File: src/rtl/vga_frame_scheduler.sv
// -----------------------------------------------------------------------------
// vga_frame_scheduler
//
// Vertical sequencer for a 640x480 VGA frame plus arbiter for the single-port
// synchronous frame-buffer RAM. Lines are counted from the horizontal
// generator's linetic pulse. Display scan-out owns the RAM whenever it needs a
// pixel. A one-entry write buffer drains into any cycle without a fetch.
//
// Parameters
//   PIXW        pixel data width
//   AW          frame-buffer address width (307200 words used)
//
// Ports
//   inputclk    pixel clock (25 MHz), shared with the horizontal generator
//   reset_b     asynchronous reset, active HIGH despite the name
//   linetic     one-cycle pulse on the last clock of each 800-clock line
//   Hdisplay    high during the 640 active pixels of a line
//   wr_valid    writer offers a pixel (wr_addr / wr_data)
//   wr_ready    write buffer is empty and can accept
//   wr_err      one-cycle pulse when a buffered write is out of range and dropped
//   vsync_n     vertical sync, active low (lines 0-1)
//   Vdisplay    current line is an active display line (lines 35-514)
//   frame_tic   one-cycle pulse on the last clock of the frame
//   mem_addr    RAM address (pixel fetch address or draining write address)
//   mem_we      RAM write enable
//   mem_wdata   RAM write data
//   pixel_valid RAM read data is a display pixel this cycle
// -----------------------------------------------------------------------------
module vga_frame_scheduler #(
    parameter int PIXW = 8,
    parameter int AW   = 19
) (
    input  logic            inputclk,
    input  logic            reset_b,
    input  logic            linetic,
    input  logic            Hdisplay,
    input  logic            wr_valid,
    input  logic [AW-1:0]   wr_addr,
    input  logic [PIXW-1:0] wr_data,
    output logic            wr_ready,
    output logic            wr_err,
    output logic            vsync_n,
    output logic            Vdisplay,
    output logic            frame_tic,
    output logic [AW-1:0]   mem_addr,
    output logic            mem_we,
    output logic [PIXW-1:0] mem_wdata,
    output logic            pixel_valid
);

    localparam logic [9:0]    LAST_LINE  = 10'd524;
    localparam logic [9:0]    VSYNC_END  = 10'd2;
    localparam logic [9:0]    VDISP_FROM = 10'd35;
    localparam logic [9:0]    VDISP_TO   = 10'd515;
    localparam logic [AW-1:0] FB_WORDS   = AW'(307200);

    typedef enum logic {
        BUF_EMPTY = 1'b0,
        BUF_FULL  = 1'b1
    } buf_state_t;

    buf_state_t      r_state;
    buf_state_t      w_next_state;
    logic [9:0]      r_vcount;
    logic [AW-1:0]   r_pix_addr;
    logic [AW-1:0]   r_buf_addr;
    logic [PIXW-1:0] r_buf_data;
    logic            r_pixel_valid;
    logic            w_fetch;
    logic            w_accept;

    // ------------------------------------------------------------------
    // Vertical decodes: combinational from the registered line count.
    // ------------------------------------------------------------------
    assign vsync_n   = ~(r_vcount < VSYNC_END);
    assign Vdisplay  = (r_vcount >= VDISP_FROM) & (r_vcount < VDISP_TO);
    assign frame_tic = linetic & (r_vcount == LAST_LINE);
    assign w_fetch   = Hdisplay & Vdisplay;

    assign wr_ready    = (r_state == BUF_EMPTY);
    assign pixel_valid = r_pixel_valid;

    // ------------------------------------------------------------------
    // Line counter, scan-out address and read-valid pipeline.
    // ------------------------------------------------------------------
    // NOTE: sequential state uses non-blocking assignments so every register
    // samples the pre-edge values of its neighbours regardless of block order.
    always_ff @(posedge inputclk or posedge reset_b) begin
        if (reset_b) begin
            r_vcount      <= '0;
            r_pix_addr    <= '0;
            r_pixel_valid <= 1'b0;
        end else begin
            r_pixel_valid <= w_fetch;
            if (linetic) begin
                r_vcount <= (r_vcount == LAST_LINE) ? '0 : r_vcount + 10'd1;
            end
            // linetic and Hdisplay never coincide, so clear and increment
            // are mutually exclusive.
            if (frame_tic) begin
                r_pix_addr <= '0;
            end else if (w_fetch) begin
                r_pix_addr <= r_pix_addr + AW'(1);
            end
        end
    end

    // ------------------------------------------------------------------
    // Write buffer: state register (validity) and payload.
    // ------------------------------------------------------------------
    always_ff @(posedge inputclk or posedge reset_b) begin
        if (reset_b) begin
            r_state <= BUF_EMPTY;
        end else begin
            r_state <= w_next_state;
        end
    end

    // NOTE: the payload carries no reset; its contents only matter while
    // r_state says FULL, and reset forces EMPTY.
    always_ff @(posedge inputclk) begin
        if (w_accept) begin
            r_buf_addr <= wr_addr;
            r_buf_data <= wr_data;
        end
    end

    // ------------------------------------------------------------------
    // Next state and RAM port mux. Scan-out always wins; a full buffer
    // leaves in the first non-fetch cycle, either written or dropped.
    // ------------------------------------------------------------------
    // NOTE: every output of this block is given a default first so no path
    // leaves a signal unassigned (which would infer a latch).
    always_comb begin
        w_next_state = r_state;
        w_accept     = 1'b0;
        wr_err       = 1'b0;
        mem_we       = 1'b0;
        mem_addr     = r_pix_addr;
        mem_wdata    = r_buf_data;
        case (r_state)
            BUF_EMPTY: begin
                if (wr_valid) begin
                    w_accept     = 1'b1;
                    w_next_state = BUF_FULL;
                end
            end
            BUF_FULL: begin
                if (!w_fetch) begin
                    w_next_state = BUF_EMPTY;
                    if (r_buf_addr < FB_WORDS) begin
                        mem_we   = 1'b1;
                        mem_addr = r_buf_addr;
                    end else begin
                        wr_err = 1'b1;
                    end
                end
            end
            default: w_next_state = BUF_EMPTY;
        endcase
    end

endmodule

File: config.mk
export PLATFORM = sky130hd
export DESIGN_NAME = vga_frame_scheduler
export DESIGN_NICKNAME = d
export VERILOG_FILES = /design/src/rtl/vga_frame_scheduler.sv
export SDC_FILE = /design/constraint.sdc
export NUM_CORES = 1
export LEC_CHECK = 0
export ABC_AREA = 1
export BUFFER_PORTS_ARGS = -buffer_cell sky130_fd_sc_hd__buf_4
export CORE_ASPECT_RATIO = 1.1
export CORE_MARGIN = 2
export CORE_UTILIZATION = 45
export CTS_CLUSTER_SIZE = 28
export DETAILED_ROUTE_END_ITERATION = 12
export PLACE_DENSITY_LB_ADDON = 0.12
export SYNTH_ARGS = -nofsm -noshare
export SYNTH_HDL_FRONTEND = slang
export SYNTH_SLANG_ARGS = --single-unit
File: constraint.sdc
create_clock -name inputclk -period 2.4 [get_ports inputclk]
set_input_delay 0.72 -clock inputclk [delete_from_list [all_inputs] [get_ports inputclk]]
set_output_delay 0.72 -clock inputclk [all_outputs]
set_load 0.005 [all_outputs]
[Word-level counts from Yosys, hierarchy flattened]
Index checks and enable logic that the tools add are counted.
Storage, ports and cells
  output and inout port bits: 34
  register bits: 58
  word-level logic and storage cells: 35
  input bits: 32
Cells by class
  equal/unequal tests: 1
  mux-type cells: 16
  add/sub/neg operators: 2
  $lt $le $gt $ge: 4
  bitwise operators: 5
  reduce and logical (&&, ||, !) cells: 1
Operators with widths (number)
  $mux 19: 5
  $add 19x1->19 const B: 1
  $lt 19x19->1 const B: 1
  $add 10x1->10 const B: 1
  $eq 10x10->1 const B: 1
  $ge 10x6->1 const B: 1
  $lt 10x10->1 const B: 1
  $lt 10x2->1 const B: 1
  $mux 10: 1
  $mux 1: 9
  $and 1x1->1: 3
  $not 1->1: 2
  $pmux 1 s2: 1
  $reduce_bool 2->1: 1

[Depth between registers and ports, before layout]
Gate-level depths: netlist of run 1.
  depth in word-level cells: 5
  mapped depth: 11
  mapped depth without buffers: 10

[Worst setup path after synthesis of run 1]
OpenSTA, ideal clock, no wires.
  path type: input-to-reg
  from: in wr_valid
  to: reg r_buf_data[0], in the netlist mem_wdata[0], enable pin
  setup slack: 0.065 ns
  stages on the path: 2
  library setup time: 0.412 ns
  required time: 1.988 ns
  buffers on the path: 0
  arrival: 1.922 ns
  path through: inv_1 > nor2_1
On the way
  cells in the longest elaborated chain, start to end: 2
RTL lines
  start: declaration: RTL line 37  | input logic wr_valid,
  $mux 1: RTL line 143  | if (wr_valid) begin
  $mux 1: RTL line 141  | case (r_state)
  via w_accept: RTL line 70  | logic w_accept;
  end signal: assignment: RTL line 124  | r_buf_data <= wr_data;
  end: declaration: RTL line 67  | logic [PIXW-1:0] r_buf_data;
The timed path passes the listed nets, and every way through them passes these cells.
A chain may end at the register's enable or synchronous reset.

[Final worst setup path of run 1]
  from: in r_vcount[0]
  to: out mem_addr[11]
On the way
  cells in the longest elaborated chain, start to end: 5
  elaborated cells between the ends (all ways): 6
  those cells by class: 2 x order compare; 2 x mux; 2 x bitwise
RTL lines
  start: declaration: RTL line 64  | logic [9:0] r_vcount;
  $ge 10x6->1 / $lt 10x10->1 (equally long branches): RTL line 76  | assign Vdisplay = (r_vcount >= VDISP_FROM) & (r_vcount < VDISP_TO);
  $and 1x1->1 *: RTL line 76
  $and 1x1->1 *: RTL line 78  | assign w_fetch = Hdisplay & Vdisplay;
  $mux 19 *: RTL line 149  | if (!w_fetch) begin
  $mux 19 *: RTL line 141
  end: declaration: RTL line 45  | output logic [AW-1:0] mem_addr,
Every way passes the cells marked *; elsewhere a longest branch is shown, timed or not.

==> results of run 1 <==
worst paths after layout:
kind	startpoint	endpoint	slack [ns]
worst max-delay path	r_vcount[0]	mem_addr[11]	-0.29
worst min-delay path	reset_b	r_pix_addr[10]	0.46
worst max register to register	r_vcount[0]	r_pix_addr[11]	0.57
worst min register to register	r_vcount[8]	r_vcount[8]	0.55
max in group asynchronous	reset_b	r_vcount[5]	1.62
min in group inputclk	wr_addr[16]	r_buf_addr[16]	0.55
cell type report:
class,count,share of cell area [%]
Multi-Input combinational cell,267,34.8
Sequential cell,58,37.1
Inverter,25,2.25
Timing Repair Buffer,89,18.6
Clock buffer,9,2.90
Clock inverter,7,1.87
Tap cell,85,2.49
critical path: cells and delay by family (launching register included):
kind	cells	cell delay, ns
buffers and inverters	3	0.34
flip-flops	1	0.38
adder cells (fa/ha/maj)	1	0.21
AO/OA/AOI/OAI	1	0.16
AND/OR/NAND/NOR	5	0.52
layout by cell type (no fill, tap or decap), types with 3 or more instances in the layout:
master    Yosys  layout
clkbuf_8      0       9
nand4_1      23      23
inv_1        21      18
buf_6         6      17
nor2_1       36      35
nand3_4       2       4
buf_4         1      68
xor2_1       10      10
nand3_1      33      32
edfxtp_1     27      27
nand2_2      14      22
xnor2_1       8       8
o21ai_0       3       3
dfrtp_1      31      29
nand3_2       1       3
nand2_1     110     101
inv_2         3       6
clkinv_4      0       4
nor2_4        3       4
power by group:
part	leakage [nW]	internal [mW]	switching (mW)
clock	0.0956	0.485	0.425
sequential	0.665	1.21	0.161
combinational	1.21	0.704	0.753
total	1.97	2.40	1.34
cells by family (layout without fill, tap and decap cells):
kind of cell	count (synthesis)	count (layout)
XOR/XNOR	18	18
adder cells (fa/ha/maj)	3	3
AO/OA/AOI/OAI	12	12
flip-flops	58	58
buffers and inverters	40	130
AND/OR/NAND/NOR	231	234
repair_timing:
item,4_1_cts,5_1_grt
cloned,4,1
buffers inserted,5,5
endpoints found under the setup margin,21,23
resized for setup,19,27
pin swaps,3,18
hold endpoints to repair,0,0
registers in the layout, indices dropped and copies added (netlist names):
register	flops
r_state	1
r_pix_addr	19
mem_wdata	8
pixel_valid	1
r_vcount	10
r_buf_addr	19
per-layer routing:
layer	share of wire [%]	vias to the layer above	routed length (um)
met5	0	-	0
met4	2.0	0	158
met3	6.6	14	518
met2	49	101	3860
met1	42	1298	3280
li1	-	1377	-
stage by stage:
stage,setup TNS [ns],power (mW)
after global routing,-7.42,3.95
after global placement,0,2.46
after floorplan,0,2.10
final,-5.37,3.74
after detailed placement,0,2.48
after CTS,-5.85,3.58
==> impl_metrics.toml, run 1 <==
[finish]
post-route-util_pct = 61.8
drive_gt1_share_pct = 34.7
stdcell_area_mm2 = 0.00428
nets = 485
diodes = 0
stdcell_count = 540
seq_area_mm2 = 0.00159
n_fill_cell = 607
syn_to_final_growth_pct = 34.5
multi_input_area_mm2 = 0.00149

[synth]
synth_ff_type = "dfrtp_1"
syn-cell-area_mm2 = 0.00318
synth_simple_gate_area_share_pct = 34.2
synth_edf_count = 27
synth_top_area_cell = "edfxtp_1"
synth_warnings = 0
synthCells = 362
yosysMostFrequentCell = "nand2_1"
synthTopCellsByCount = "nand2_1 (110), nor2_1 (36), nand3_1 (33)"
avgSynthCellArea_um2 = 8.79
synth.distinct_cells = 36
yosysSeqAreaShare_pct = 49.9
syn_nets = 397
synth_compound_area_share_pct = 2.75
ys_seq_elements = 58
synthArstFlopShare_pct = 53.4
synth_top_family_by_area = "simple AND/OR/NAND/NOR gates"
synth_area_leaders = "edfxtp_1 (25%), dfrtp_1 (24%), nand2_1 (13%)"
synth_fa_ha_area_share_pct = 1.18
synth-xor-area-share_pct = 4.96
yosys-mux-area-fraction_pct = 0
synth_top_area_share_pct = 25.5

[run_status]
failed_checks = "setup timing"
status = "finished with violations"

[pwr]
max-vdd-ir-drop_uv = 537
p_leak_nw = 1.97
powerDensity_mw_per_mm2 = 874

[grt]
grt_util_met1_pct = 26.1
first_global_vias = 2707
grt_overflow = 0
use_met3_pct = 4.32
busiest_layer = "met2"
grt_max_degree = 32
use_met2_pct = 34.7
globalRouteTotalUtil_pct = 20.9
antenna_found_initial = 0
grt_pass1_wl_um = 12700

[clock_tree]
hold_buffers = 0
numCtsBuffers = 9
clock_latency_ns = 0.35
cts_htree_levels = 3
cts_tree = "built"
max-clock-path-buffers = 2
root_buffer = "clkbuf_8"
cts.sinks = 58
path_clk_slew_ns = 0.07

[place]
postPlaceCellArea_mm2 = 0.00376
gp_congestion = 0.857
portBuffers = 65
place_ws_ns = 0.0414
dp_cells = 511
dpl.hpwl_um = 5470

[floorplanning]
initial_utilization_pct = 45.9
io_pins = 66
die_h_um = 92.2
dieArea_mm2 = 0.00776
core-area_mm2 = 0.00693
die_x_um = 84.2
rows = 32

[setup_path]
r2r_cells = 11
cp_slowest_cell = "dfrtp_1"
criticalPathCategory = "flip-flop to output pin"
cp-end-kind = "output pin"
crit_fanout = 6
max_stage_delay_ns = 0.38
crit_chain = "ha_2, inv_2, nand3_2, o21bai_4, nand3_4, buf_12, nand3_4, nand2_2, nand2_2, buf_6"
worstPathArrival_ns = 1.97
required_ns = 1.68
start_kind = "flip-flop"

[timing]
rsz0062_at_grt = "true"
min_period_over_period_pct = 112
worstMarginPinSlew_ns = 0.418
skew_ns = 0.00931
finalSetupViolCount = 21
hold_slack_ns = 0.463
max_freq_mhz = 372
maxSlewViolCount = 0
hold_viol = 0
min_period_ns = 2.69
setup_ws_ns = -0.287
slew_headroom_pct = 72.1

[detailed_routing]
drtIter0Drc = 212
wirelength_um = 7820
vias = 2790
postRouteAntennaNets = 0
drc = 0
wl_per_cell_um = 14.5
via_per_inst = 5.17
dr.pass1.iters = 4

[worst_hold_path]
worstHoldPathType = "input pin to asynchronous set/reset pin"

[run]
maxCapViolCount = 0
(Power assumes the default switching activity.)
==> inputs of run 2 (changes only) <==
Settings changed: CORE_ASPECT_RATIO 1.1 to 0.8, HOLD_SLACK_MARGIN from default to 0.02.
==> run 2 against run 1 <==
The run still ends with setup timing left. Routed wire length shrank 1.5%. Critical path depth shrank 1. Non-clock buffer count is the same. Via count shrank 2.9%. Worst setup slack gained 0.057 ns. Clock power shrank 4.0%. Fmax grew 2.2%. First-iteration DRC count shrank 6.1%. Die area is essentially flat. Critical path type unchanged.
==> impl_metrics.toml, run 2 (synthesis results as in run 1) <==
[finish]
final_common_cell = "nand2_1"
n_fill_cell = 604
layout_common_cells = "nand2_1 (106), buf_4 (73), nor2_1 (34)"
syn_to_final_growth_pct = 30.6
reg_top3 = "r_buf_addr (19), r_pix_addr (19), r_vcount (10)"
stdcell_count = 541
nets = 484
diodes = 0
drive_gt1_share_pct = 32.8

[setup_path]
worstPathArrival_ns = 1.91
crit_fanout = 19
reg2reg_from = "r_vcount[1]"
rrSetupSlack_ns = 0.35
r2r-end = "r_pix_addr[15]"
critPathTopFamily = "simple AND/OR/NAND/NOR gates"
crit_chain = "ha_2, inv_2, nand3_2, o21bai_4, nand3_4, buf_12, nand4_1, nand2_2, buf_6"
cp.depth = 9
critPathBufInv = 3
cp-end-kind = "output pin"
cp-startpoint = "r_vcount[1]"
r2r_cells = 11
cp_slowest_cell = "dfrtp_1"
start_kind = "flip-flop"
max_stage_delay_ns = 0.39
criticalPathCategory = "flip-flop to output pin"
crit_path_end = "mem_addr[14]"
required_ns = 1.68

[floorplanning]
initial_utilization_pct = 46.4
rows = 27
die_h_um = 79.2
dieArea_mm2 = 0.00776
die_x_um = 98.0
core-area_mm2 = 0.00686
io_pins = 66

[detailed_routing]
drtIter0Drc = 199
postRouteAntennaNets = 0
wirelength_um = 7700
vias = 2709
via_per_inst = 5.01
wl_per_cell_um = 14.2
drc = 0
dr.pass1.iters = 4

[grt]
grt_pass1_wl_um = 12900
grt_max_degree = 32
first_global_vias = 2647
grt_overflow = 0
antenna_found_initial = 0
globalRouteTotalUtil_pct = 21.4

[clock_tree]
max-clock-path-buffers = 2
numCtsBuffers = 9
root_buffer = "clkbuf_8"
cts_tree = "built"
cts.sinks = 58
clock_latency_ns = 0.34
path_clk_slew_ns = 0.07
cts_htree_levels = 3

[timing]
min_period_over_period_pct = 110
slew_headroom_pct = 67.7
finalSetupViolCount = 22
hold_slack_ns = 0.463
hold_viol = 0
setup_ws_ns = -0.231
max_freq_mhz = 380
skew_ns = 0.00468
maxSlewViolCount = 0
worstMarginPinSlew_ns = 0.484
rsz0062_at_grt = "true"
min_period_ns = 2.63

[place]
dpl.hpwl_um = 5470
portBuffers = 65
gp_congestion = 0.819
place_ws_ns = 0.0530
dp_cells = 512

[pwr]
p_leak_nw = 1.94
total_power_mw = 3.54
powerDensity_mw_per_mm2 = 851
max-vdd-ir-drop_uv = 539

[run_status]
status = "finished with violations"
failed_checks = "setup timing"

[run]
maxCapViolCount = 0

[worst_hold_path]
worstHoldPathType = "input pin to asynchronous set/reset pin"
[run 2: metrics by stage]
stage / TNS [ns] / cell area [um2] / util [%]
6_report: -4.11 / 4150 / 60.6
5_1_grt: -6.34 / 4150 / 60.6
4_1_cts: -4.35 / 4070 / 59.4
3_5_place_dp: 0 / 3750 / 54.7
3_3_place_gp: 0 / 3750 / 54.7
2_1_floorplan: 0 / 3180 / -
[run 2: worst reg2reg max path, stage by stage (launching register included)]
cell and delay [ns]:
dfrtp_1 0.39, buf_4 0.14, inv_2 0.07, ha_2 0.19, buf_4 0.11, inv_1 0.05, nor3_2 0.20, nand3_2 0.33
nand2_4 0.22, inv_4 0.11, nand2_1 0.07, nand2_1 0.06
[run 2: final cells by class]
| class | instances | area [um2] | share of cell area, % |
|---|---|---|---|
| inverter | 25 | 96.3 | 2.32 |
| clock inverter | 6 | 58.8 | 1.42 |
| timing repair buffer | 89 | 737 | 17.7 |
| multi-input combinational | 266 | 1440 | 34.6 |
| sequential | 58 | 1590 | 38.2 |
| tap | 87 | 109 | 2.62 |
| clock buffer | 10 | 128 | 3.07 |
[run 2: power breakdown]
part           internal, mW  switching [mW]
Clock                 0.472           0.402
Sequential             1.21           0.176
Combinational         0.595           0.685
Total                  2.27            1.26
[run 2: worst min path at each step]
stage | depth (start not counted) | start | endpoint
2_1_floorplan | 1 | r_vcount[8] | r_vcount[8]
5_1_grt | 3 | reset_b | r_vcount[5]
6_report | 3 | reset_b | r_vcount[5]
4_1_cts | 3 | reset_b | r_pix_addr[17]
3_5_place_dp | 1 | r_vcount[8] | r_vcount[8]
3_3_place_gp | 1 | r_vcount[8] | r_vcount[8]
[run 2: repair_timing]
item	in CTS	in global routing
hold buffers	0	0
resized for setup	14	19
setup buffers	8	3
pin swaps	3	5
gates cloned	2	0
setup endpoints to repair	21	23
[run 2: routing by layer]
metal	GRT usage (%)	wire length [um]
met1	30.0	3680
met2	30.3	3320
met3	7.13	583
met4	8.61	119
met5	0	0
==> inputs of run 3 (changes only) <==
Settings changed: CORE_UTILIZATION 45 to 55.
==> run 3 against run 2 <==
The run still ends with setup timing left. Routed wire length rose by 2.6%. Sequential share of layout area did not move. Worst setup slack got worse by 0.023 ns. Clock-buffer cell count fell by 1. Cell area did not move. First-iteration DRC count rose by 3.0%. Die area fell by 17%. Register-to-register slack barely moved. Critical endpoint is now mem_addr[5]. Largest power group unchanged.
==> impl_metrics.toml, run 3 (synthesis results as in run 1) <==
[detailed_routing]
wirelength_um = 7900
drtIter0Drc = 205
drc = 0
wl_per_cell_um = 14.9
postRouteAntennaNets = 0
vias = 2833
via_per_inst = 5.36
dr.pass1.iters = 5

[finish]
syn_to_final_growth_pct = 30.6
final_common_cell = "nand2_1"
diodes = 0
layout_common_cells = "nand2_1 (93), buf_4 (75), nor2_1 (34)"
stdcell_area_mm2 = 0.00415
nets = 481
multi_input_area_mm2 = 0.00146
n_fill_cell = 404
seq_area_mm2 = 0.00159
drive_gt1_share_pct = 34.8
reg_top3 = "r_buf_addr (19), r_pix_addr (19), r_vcount (10)"

[floorplanning]
dieArea_mm2 = 0.00641
initial_utilization_pct = 57.6
die_x_um = 89.0
rows = 24
core-area_mm2 = 0.00553
io_pins = 66
die_h_um = 72.0

[run_status]
failed_checks = "setup timing"
status = "finished with violations"

[setup_path]
max_stage_delay_ns = 0.41
cp_slowest_cell = "dfrtp_1"
criticalPathCategory = "flip-flop to output pin"
required_ns = 1.68
path_common_cell = "nand2_1"
worstPathArrival_ns = 1.93
r2r_cells = 11
critPathBufInv = 2
reg2reg_from = "r_vcount[0]"
start_kind = "flip-flop"
cp-end-kind = "output pin"
rrSetupSlack_ns = 0.35
crit_fanout = 13
crit_chain = "ha_4, nor2_2, nand2_1, nand2_1, nand2_2, nand3_4, nand3_4, buf_12, nand2_1, nand2_1, buf_4"
r2r-end = "r_pix_addr[6]"
critPathTopFamily = "simple AND/OR/NAND/NOR gates"

[grt]
busiest_layer = "met2"
grt_util_met1_pct = 35.9
grt_pass1_wl_um = 12600
grt_max_degree = 32
antenna_found_initial = 0
first_global_vias = 2718
use_met3_pct = 8.76
globalRouteTotalUtil_pct = 26.1
use_met2_pct = 38.0
grt_overflow = 0

[place]
portBuffers = 65
dpl.hpwl_um = 5460
place_ws_ns = 0.0234
gp_congestion = 0.913
postPlaceCellArea_mm2 = 0.00374

[timing]
min_period_over_period_pct = 111
worstMarginPinSlew_ns = 0.414
skew_ns = 0.00782
tns_ns = -4.25
finalSetupViolCount = 22
hold_viol = 0
min_period_ns = 2.65
maxSlewViolCount = 0
max_freq_mhz = 377
hold_slack_ns = 0.459
slew_headroom_pct = 72.4
setup_ws_ns = -0.254
rsz0062_at_grt = "true"

[clock_tree]
cts_tree = "built"
cts.sinks = 58
root_buffer = "clkbuf_8"
clock_latency_ns = 0.34
cts_htree_levels = 3
path_clk_slew_ns = 0.07
hold_buffers = 0
max-clock-path-buffers = 2
numCtsBuffers = 9

[pwr]
p_leak_nw = 1.93
total_power_mw = 3.56
max-vdd-ir-drop_uv = 765
powerDensity_mw_per_mm2 = 856

[run]
maxCapViolCount = 0

[worst_hold_path]
worstHoldPathType = "input pin to asynchronous set/reset pin"
==> run 3: cell count changes in the layout (fill, tap and decap cells not counted), sizes merged <==
cell and delta:
buf -1, clkbuf -1, clkinvlp +1, nand3 -2
==> run 3: layout make-up <==
| class | instances | share of cell area (%) |
|---|---|---|
| flip-flops and latches | 58 | 38.2 |
| multi-input cells | 264 | 35.2 |
| repair buffers | 88 | 17.3 |
| clock buffers | 9 | 2.98 |
| well taps | 78 | 2.35 |
| inverters | 25 | 2.32 |
| clock inverters | 7 | 1.69 |
==> run 3: worst max-delay path by stage <==
stage / start / end / slack [ns] / depth (start not counted)
floorplan: wr_valid / mem_wdata[0] / 0.07 / 2
global placement: r_vcount[0] / mem_addr[1] / 0.06 / 10
detailed placement: r_vcount[0] / mem_addr[0] / 0.02 / 10
CTS: r_vcount[0] / mem_addr[8] / -0.21 / 11
global route: r_vcount[2] / mem_addr[8] / -0.36 / 10
finish: r_vcount[0] / mem_addr[5] / -0.25 / 11
==> run 3: worst register-to-register path: cells and delay by family (launching register included) <==
| family | cells | cell delay [ns] |
|---|---|---|
| buf+inv | 5 | 0.51 |
| fa+ha+maj | 1 | 0.19 |
| simple gates | 5 | 0.82 |
| flops | 1 | 0.41 |
==> run 3: what timing repair did <==
action | CTS | global route
gates cloned | 0 | 0
resized for setup | 29 | 10
setup endpoints to repair | 21 | 23
hold endpoints to repair | 0 | 0
setup buffers | 9 | 1
pin swaps | 6 | 4
==> run 3: per-stage QoR <==
step                      cells  util [%]
after global routing        529      75.2
after CTS                   528      74.3
after global placement      503      67.7
final                       529      75.2
after floorplan             362         -
after detailed placement    503      67.7
==> run 3: report_power, final <==
part / internal, mW / switching (mW) / total, mW
clock: 0.474 / 0.415 / 0.889
sequential: 1.21 / 0.179 / 1.39
combinational: 0.583 / 0.700 / 1.28
total: 2.26 / 1.29 / 3.56
==> run 3: layer usage <==
layer	part of all wire, %	up-vias	wire length, um
met3	7.7	15	605
met4	1.6	0	129
met1	46	1334	3600
li1	-	1352	-
met5	0	-	0
met2	45	132	3560
